<file path="config.mk">
export PLATFORM = sky130hd
export DESIGN_NAME = mm_initiator
export DESIGN_NICKNAME = d
export VERILOG_FILES = /design/src/rtl/mm_pkg.sv /design/src/rtl/mm_timeout_ctr.sv /design/src/rtl/mm_initiator.sv
export SDC_FILE = /design/constraint.sdc
export NUM_CORES = 1
export LEC_CHECK = 0
export CORE_AREA = 2 2 439 441
export DETAILED_ROUTE_END_ITERATION = 8
export DIE_AREA = 0 0 441 443
export PLACE_DENSITY = 0.38
export SLEW_MARGIN = 20
export SYNTH_ARGS = -nofsm -noshare
export SYNTH_HDL_FRONTEND = slang
export SYNTH_HIERARCHICAL = 1
export SYNTH_SLANG_ARGS = --single-unit
</file>
<file path="constraint.sdc">
create_clock -name clk -period 1.7 [get_ports clk]
set_input_delay 0.255 -clock clk [delete_from_list [all_inputs] [get_ports clk]]
set_output_delay 0.255 -clock clk [all_outputs]
set_load 0.01 [all_outputs]
</file>
<file path="src/rtl/mm_pkg.sv">
// mm_pkg: shared encodings for the main-memory initiator.
// Op codes, widths, FSM states and the captured request bundle.
package mm_pkg;

   localparam int LINE_W = 256;
   localparam int WORD_W = 32;

   typedef enum logic [1:0] {
      OP_FILL = 2'd0,
      OP_WB   = 2'd1,
      OP_EVF  = 2'd2,
      OP_BYP  = 2'd3
   } op_e;

   typedef enum logic [2:0] {
      ST_IDLE = 3'd0,
      ST_WB   = 3'd1,
      ST_RD   = 3'd2,
      ST_WAIT = 3'd3,
      ST_RESP = 3'd4
   } state_e;

   typedef struct packed {
      op_e               op;
      logic              wr;
      logic [31:0]       addr;
      logic [31:0]       wb_addr;
      logic [3:0]        be;
      logic [LINE_W-1:0] wdata;
   } req_t;

   function automatic logic [31:0] line_addr(
      input logic [31:0] a
   );
      return {a[31:5], 5'b0};
   endfunction

   function automatic logic [31:0] word_addr(
      input logic [31:0] a
   );
      return {a[31:2], 2'b0};
   endfunction

endpackage

</file>
<file path="src/rtl/mm_timeout_ctr.sv">
// mm_timeout_ctr: cycle counter for the read-wait window.
// done is raised in the last allowed wait cycle.
module mm_timeout_ctr #(
   parameter int TIMEOUT = 16
) (
   input  logic clk,
   input  logic reset,
   input  logic clear,
   input  logic en,
   output logic done
);

   localparam int W = $clog2(TIMEOUT + 1);

   logic [W-1:0] cnt;

   always_ff @(posedge clk) begin
      if (!reset || clear)
         cnt <= '0;
      else if (en)
         cnt <= cnt + 1'b1;
   end

   assign done = en && (cnt == W'(TIMEOUT - 1));

endmodule

</file>
<file path="src/rtl/mm_initiator.sv">
// mm_initiator: cache-side request engine for banked main memory.
// One request in, one memory transaction sequence, one response out.
module mm_initiator
   import mm_pkg::*;
#(
   parameter int ADDR_BITS = 15,
   parameter int TIMEOUT   = 16
) (
   input  logic              clk,
   input  logic              reset,
   input  logic              req_valid,
   output logic              req_ready,
   input  logic [1:0]        req_op,
   input  logic              req_wr,
   input  logic [31:0]       req_addr,
   input  logic [31:0]       req_wb_addr,
   input  logic [3:0]        req_be,
   input  logic [LINE_W-1:0] req_wdata,
   output logic              rsp_valid,
   input  logic              rsp_ready,
   output logic [LINE_W-1:0] rsp_data,
   output logic              rsp_err,
   output logic [31:0]       mm_a,
   output logic [3:0]        mm_be,
   output logic              mm_write,
   output logic              mm_read,
   output logic [LINE_W-1:0] mm_wd,
   output logic              mm_bypass,
   input  logic [LINE_W-1:0] mm_rd,
   input  logic              mm_valid
);

   localparam logic [31:0] HI_MASK =
      (ADDR_BITS >= 32) ? 32'h0 :
      ~((32'h1 << ADDR_BITS) - 32'h1);

   state_e            state;
   state_e            state_nx;
   req_t              req_q;
   logic              accept;
   logic              trap;
   logic              rd_first;
   logic              byp_rd;
   logic              tmo;
   logic              err_q;
   logic [LINE_W-1:0] data_q;

   assign req_ready = (state == ST_IDLE);
   assign accept    = req_valid && req_ready;
   assign rsp_valid = (state == ST_RESP);
   assign rsp_err   = rsp_valid && err_q;
   assign rsp_data  = rsp_valid ? data_q : '0;
   assign byp_rd    = (req_q.op == OP_BYP) && !req_q.wr;

   always_comb begin
      trap = |(req_addr & HI_MASK);
      if (op_e'(req_op) == OP_EVF)
         trap = trap || |(req_wb_addr & HI_MASK);
   end

   // Plain fills and bypass reads skip the write cycle
   always_comb begin
      rd_first = (op_e'(req_op) == OP_FILL) ||
                 ((op_e'(req_op) == OP_BYP) && !req_wr);
   end

   always_ff @(posedge clk) begin
      if (!reset)
         state <= ST_IDLE;
      else
         state <= state_nx;
   end

   always_comb begin
      state_nx = state;
      unique case (state)
         ST_IDLE: begin
            if (accept) begin
               if (trap)
                  state_nx = ST_RESP;
               else if (rd_first)
                  state_nx = ST_RD;
               else
                  state_nx = ST_WB;
            end
         end
         ST_WB: begin
            if (req_q.op == OP_EVF)
               state_nx = ST_RD;
            else
               state_nx = ST_RESP;
         end
         ST_RD:
            state_nx = ST_WAIT;
         ST_WAIT: begin
            if (mm_valid || tmo)
               state_nx = ST_RESP;
         end
         ST_RESP: begin
            if (rsp_ready)
               state_nx = ST_IDLE;
         end
         default:
            state_nx = ST_IDLE;
      endcase
   end

   always_ff @(posedge clk) begin
      if (!reset) begin
         req_q  <= '0;
         data_q <= '0;
         err_q  <= 1'b0;
      end else if (accept) begin
         req_q.op      <= op_e'(req_op);
         req_q.wr      <= req_wr;
         req_q.addr    <= req_addr;
         req_q.wb_addr <= req_wb_addr;
         req_q.be      <= req_be;
         req_q.wdata   <= req_wdata;
         data_q        <= '0;
         err_q         <= trap;
      end else if (state == ST_WAIT) begin
         // Data arriving on the timeout cycle still wins
         if (mm_valid) begin
            data_q <= byp_rd ?
               LINE_W'(mm_rd[WORD_W-1:0]) : mm_rd;
            err_q  <= 1'b0;
         end else if (tmo) begin
            err_q  <= 1'b1;
         end
      end
   end

   mm_timeout_ctr #(
      .TIMEOUT (TIMEOUT)
   ) u_tmo (
      .clk   (clk),
      .reset (reset),
      .clear (state != ST_WAIT),
      .en    (state == ST_WAIT),
      .done  (tmo)
   );

   always_comb begin
      mm_a      = '0;
      mm_be     = '0;
      mm_write  = 1'b0;
      mm_read   = 1'b0;
      mm_wd     = '0;
      mm_bypass = 1'b0;
      unique case (state)
         ST_WB: begin
            mm_write = 1'b1;
            if (req_q.op == OP_BYP) begin
               mm_a      = word_addr(req_q.addr);
               mm_be     = req_q.be;
               mm_bypass = 1'b1;
               mm_wd     =
                  LINE_W'(req_q.wdata[WORD_W-1:0]);
            end else begin
               mm_a  = line_addr(
                  (req_q.op == OP_EVF) ?
                  req_q.wb_addr : req_q.addr);
               mm_be = 4'hF;
               mm_wd = req_q.wdata;
            end
         end
         ST_RD, ST_WAIT: begin
            mm_read   = (state == ST_RD);
            mm_bypass = byp_rd;
            mm_a      = byp_rd ?
               word_addr(req_q.addr) :
               line_addr(req_q.addr);
         end
         default: begin
         end
      endcase
   end

endmodule
</file>
Word-level counts from Yosys, hierarchy flattened
Index checks and enable logic that the tools add are counted.
Cells by class
  $add $sub $neg: 1
  equal/unequal tests: 13
  muxes and demuxes: 26
  bitwise logic cells: 1
  reduce and logical (&&, ||, !) cells: 23
Operators with widths (number)
  $mux W256: 4
  $mux W32: 2
  $pmux W32 S2: 1
  $reduce_or A17 Y1: 2
  $mux W3: 5
  $pmux W3 S5: 1
  $eq A2 B2 Y1 const B: 4
  $mux W1: 8
  $mux W4: 2
  $eq A3 B2 Y1 const B: 2
  $add A5 B1 Y5 const B: 1
  $eq A5 B4 Y1 const B: 1
  $logic_and A1 B1 Y1: 5
  $mux W5: 1
  $logic_or A1 B1 Y1: 4
  $ne A2 B1 Y1 const B: 2
  $reduce_and A2 Y1: 2
  $reduce_or A2 Y1: 2
  $eq A3 B1 Y1 const B: 1
  $eq A3 B3 Y1 const B: 1
  $logic_not A1 Y1: 3
  $logic_not A3 Y1: 1
  $ne A3 B2 Y1 const B: 1
  $reduce_and A3 Y1: 1
  7 further kinds: 7
Word-level totals
  register bits after elaboration: 592
  bits of input ports: 588
  output and inout port bits: 554

Logic depth before layout (Yosys ltp)
  word-level depth: 7
  depth in mapped cells: 9

Hierarchy
Netlist, hierarchy kept.
By module, submodules not included
  mm_initiator: instances 1, cells each 3254, area an instance 24643.6 sq um
  mm_timeout_ctr: instances 1, cells each 25, area an instance 245.2 sq um

Least setup slack after synthesis
Ideal clock, no wire load.
  path kind: register -> output
  start: register state[0]
  end: output mm_wd[102]
  data arrival time: 1450 ps
  required time: 1445 ps
  slack: -5 ps
  stages on the path, launching flop included: 7
  path buffers: 3
  cells stage by stage: dfxtp_1 buf_4 nand2b_1 nor2_4 buf_4 clkbuf_1 and3_1
On the way
  word-level cells in the longest chain between the ends: 2
Ends and longest elaborated chain
  start: declaration: RTL line mm_initiator.sv:37  | state_e state;
  start signal: assignment: RTL line mm_initiator.sv:71  | state <= state_nx;
  $eq A3 B1 Y1: RTL line mm_initiator.sv:151  | unique case (state)
  $mux W256: RTL line mm_initiator.sv:151
  end: declaration: RTL line mm_initiator.sv:27  | output logic [LINE_W-1:0] mm_wd,
No other way between the ends.

Worst setup path after layout
  start: register state[0]
  end: output rsp_data[33]
On the way
  word-level cells in the longest chain between the ends: 2
Ends and longest elaborated chain
  $eq A3 B3 Y1: RTL line mm_initiator.sv:50  | assign rsp_valid = (state == ST_RESP);
  $mux W256: RTL line mm_initiator.sv:52  | assign rsp_data = rsp_valid ? data_q : '0;
  end: declaration: RTL line mm_initiator.sv:21  | output logic [LINE_W-1:0] rsp_data,
No other way between the ends.

==> metrics.log <==
[metrics] wire length of the first global-routing pass: 193000 um
[metrics] share of synthesized flip-flops with an asynchronous set or reset: 0%
[metrics] total clock buffers created by CTS: 80
[metrics] CTS Root Cell: sky130_fd_sc_hd__clkbuf_16
[metrics] type of destination of the critical path: output pin
[metrics] average vias per placed instance: 3.92
[metrics] FMAX: 0.358 GHz
[metrics] most common cell after layout, fill and taps aside: sky130_fd_sc_hd__nand2_1
[metrics] Post-synth EDFFs: 0
[metrics] Top FF cell, synth: sky130_fd_sc_hd__dfxtp_1
[metrics] Cells after Synth: 3279
[metrics] detailed placer's ending HPWL: 103000 um
[metrics] Final Hold Slack: around 0.11 ns
[metrics] FF+latch count, synth: 585
[metrics] clock insertion delay at the later pin of the skew report: 0.69 ns
[metrics] path category of the worst min-delay check: primary input to flip-flop
[metrics] worst-case clock buffer depth: 3
[metrics] number of search-and-repair iterations in the first detailed-routing pass: 5
[metrics] number of antenna violations at the first check in global routing: 21
[metrics] count of fill cells added during filler insertion: ~21000
[metrics] maximum clock skew at final layout: around 0.028 ns
[metrics] RePlAce Congestion: approximately 0.83
[metrics] Vert. Die Dim: 443 um
[metrics] number of clock sinks: between 500 and 600
[metrics] number of synthesis warnings: 6
[metrics] Peak VDD IR: 642 uV
[metrics] Total Power Consumption: 35.4 mW
[metrics] part of the Yosys area used for sequential elements: 47.1%
[metrics] post-layout min period: 2.80 ns
[metrics] violations in the final reports: negative setup slack
[metrics] pin count of the biggest net entering global routing: 72
[metrics] layout cells sized above 1: around 22%
[metrics] area of the core: 0.191 mm2
[metrics] fin area: around 0.045 mm2
[metrics] # H-tree levels: 3
[metrics] max-slew violations: 0
[metrics] Worst Setup Slack post-DPL: -0.576 ns
[metrics] max-cap violations: 0
[metrics] unrepaired setup endpoints after global routing: yes
[metrics] initial standard-cell utilization of the core: 13.0%
[metrics] outcome: complete, but fails checks
[metrics] Final Util: 23.4%
[metrics] CP required: around 1.4 ns
[metrics] leakage power total: about 19 nW
[metrics] via count of the first global-routing pass: 27349
[metrics] critical path peak fanout: 12
[metrics] die footprint: 0.195 mm2
[metrics] all-layer global routing usage: 13.4%
[metrics] Final setup violation count: between 1000 and 1500
[metrics] drt initial violations: 1328
[metrics] final-report hold violation count: 0
[metrics] count of pins on the block boundary: ~1100
[metrics] CP Launch Type: flip-flop
[metrics] post-route fraction of the period consumed by the critical path: 165%
[metrics] # hold bufs at CTS: 0
[metrics] remaining global-route overflow: 0
[metrics] number of remaining DRC errors: 0
[metrics] critical path arrival: 2.54 ns
[metrics] combined area of all synthesized cells: about 0.025 mm2
[metrics] Rows: around 160
[metrics] accumulated negative setup slack: -526.58 ns
[metrics] Post-DP Area: 0.0407 mm2
[metrics] Pwr per Cell Area: 791 mW/mm2
[metrics] NumNets Final: just over 5000
[metrics] final wirelength: 144000 um
[metrics] leading cell types in the layout, fill and taps excluded: sky130_fd_sc_hd__nand2_1 (929), sky130_fd_sc_hd__clkdlybuf4s50_1 (712), sky130_fd_sc_hd__dfxtp_1 (580)
[metrics] setup slack after layout: -1.10 ns
[metrics] Mapped Avg Cell Area: about 7.6 um2
[metrics] TritonCTS clock tree: done
[metrics] critical path class: flip-flop to output pin
[metrics] ANT nets after route: 0
[metrics] cell count after placement: 6859
[metrics] post-layout instance count excluding filler cells: 7142
[metrics] detail-routed net length per standard cell: approximately 20 um
[metrics] area added between synthesis and finish: 79.8%
[metrics] number of port buffers: 1132
[metrics] DR vias: 27981
[metrics] Die Wd: 441 um
[metrics] Reg clk slew, reported paths: 0.06 ns
[metrics] number of distinct library cells after synthesis: 48
-- Yosys cell counts, types with 2 or more instances --
cell,instances,area [um2]
sky130_fd_sc_hd__o2111ai_1,2,17.5
sky130_fd_sc_hd__a211oi_1,2,15.0
sky130_fd_sc_hd__a21boi_1,6,45.0
sky130_fd_sc_hd__buf_6,3,33.8
sky130_fd_sc_hd__a21boi_0,30,225
sky130_fd_sc_hd__buf_2,113,566
sky130_fd_sc_hd__nor3b_1,3,22.5
sky130_fd_sc_hd__o21ai_0,3,15.0
sky130_fd_sc_hd__and3_1,482,3020
sky130_fd_sc_hd__nor2b_1,2,12.5
sky130_fd_sc_hd__mux2i_1,2,20.0
sky130_fd_sc_hd__ha_1,2,25.0
sky130_fd_sc_hd__nor4b_1,2,17.5
sky130_fd_sc_hd__nand4_1,3,18.8
sky130_fd_sc_hd__o21a_1,4,30.0
sky130_fd_sc_hd__buf_1,13,48.8
sky130_fd_sc_hd__nor4_1,6,37.5
sky130_fd_sc_hd__nor2_2,2,12.5
sky130_fd_sc_hd__nand3_1,224,1120
sky130_fd_sc_hd__inv_1,2,7.51
sky130_fd_sc_hd__and3b_1,2,17.5
sky130_fd_sc_hd__nand3b_1,3,22.5
sky130_fd_sc_hd__a21oi_1,544,2720
sky130_fd_sc_hd__a22o_1,28,245
sky130_fd_sc_hd__dfxtp_1,585,11700
sky130_fd_sc_hd__nor2_1,6,22.5
sky130_fd_sc_hd__and2_1,40,250
sky130_fd_sc_hd__or3_1,3,18.8
sky130_fd_sc_hd__clkbuf_1,175,657
sky130_fd_sc_hd__nor3_4,2,32.5
sky130_fd_sc_hd__nor3_1,3,15.0
sky130_fd_sc_hd__buf_4,31,233
sky130_fd_sc_hd__nand2_1,933,3500
sky130_fd_sc_hd__nand2b_1,4,25.0
-- where the power goes --
group | total, mW | leakage [nW] | switching (mW) | internal (mW)
sequential | 14.5 | 4.77 | 0.343 | 14.2
clock | 17.2 | 1.28 | 6.84 | 10.3
combinational | 3.68 | 13.0 | 1.69 | 1.99
total | 35.4 | 19.0 | 8.88 | 26.5
-- cell families after synthesis --
kind of cell | synth area share [%]
xor+xnor | 0.0352
compound gates | 13.5
other cells | 0.0151
flops | 47.1
mux | 0.0804
simple gates | 32.9
buf+inv | 6.26
fa+ha+maj | 0.101
-- registers in the layout, summed over array words and instances (netlist names) --
name and cells:
data_q 256, state 3, req_q 320, err_q 1, u_tmo/cnt 5
-- final timing paths --
path / from / cells after the start / endpoint / slack, ns
worst min-delay path: req_wdata[12] / 3 / req_q[12] / 0.11
worst max-delay path: state[0] / 7 / rsp_data[33] / -1.10
worst max register to register: req_q[325] / 10 / data_q[175] / -0.31
worst min register to register: data_q[181] / 2 / data_q[181] / 0.45
-- repair_timing --
| item | in CTS | in global routing |
|---|---|---|
| buffers inserted | 3 | 97 |
| gates resized for setup | 151 | 1267 |
| pin swaps | 1 | 12 |
| cloned | 2 | 31 |
| setup endpoints to repair | 1131 | 1131 |
-- worst max-delay path: stages (launching register included) --
cell and delay (ns):
sky130_fd_sc_hd__dfxtp_4 0.35, sky130_fd_sc_hd__buf_6 0.12, sky130_fd_sc_hd__nor2_4 0.09, sky130_fd_sc_hd__buf_12 0.16, sky130_fd_sc_hd__buf_16 0.19, sky130_fd_sc_hd__clkbuf_16 0.19
sky130_fd_sc_hd__and3_1 0.15, sky130_fd_sc_hd__clkdlybuf4s50_1 0.58
-- final cells by class --
class | instances | area, um2 | share of cell area (%)
diodes | 15 | 37.5 | 0.0839
clock buffers | 118 | 2320 | 5.20
repair buffers | 1520 | 15000 | 33.6
inverters | 4 | 22.5 | 0.0503
well taps | 2526 | 3160 | 7.06
flip-flops and latches | 585 | 11700 | 26.2
multi-input cells | 2355 | 12200 | 27.2
clock inverters | 19 | 274 | 0.612
-- per-layer routing --
| layer | global-route usage [%] | vias to the layer above | part of all wire [%] |
|---|---|---|---|
| met2 | 24.5 | 772 | 52 |
| met3 | 3.74 | 175 | 6.4 |
| li1 | - | 13633 | - |
| met4 | 4.66 | 14 | 2.7 |
| met5 | 0 | - | 0.064 |
| met1 | 14.5 | 13387 | 39 |
No activity file was read; power rests on OpenSTA's default activity.
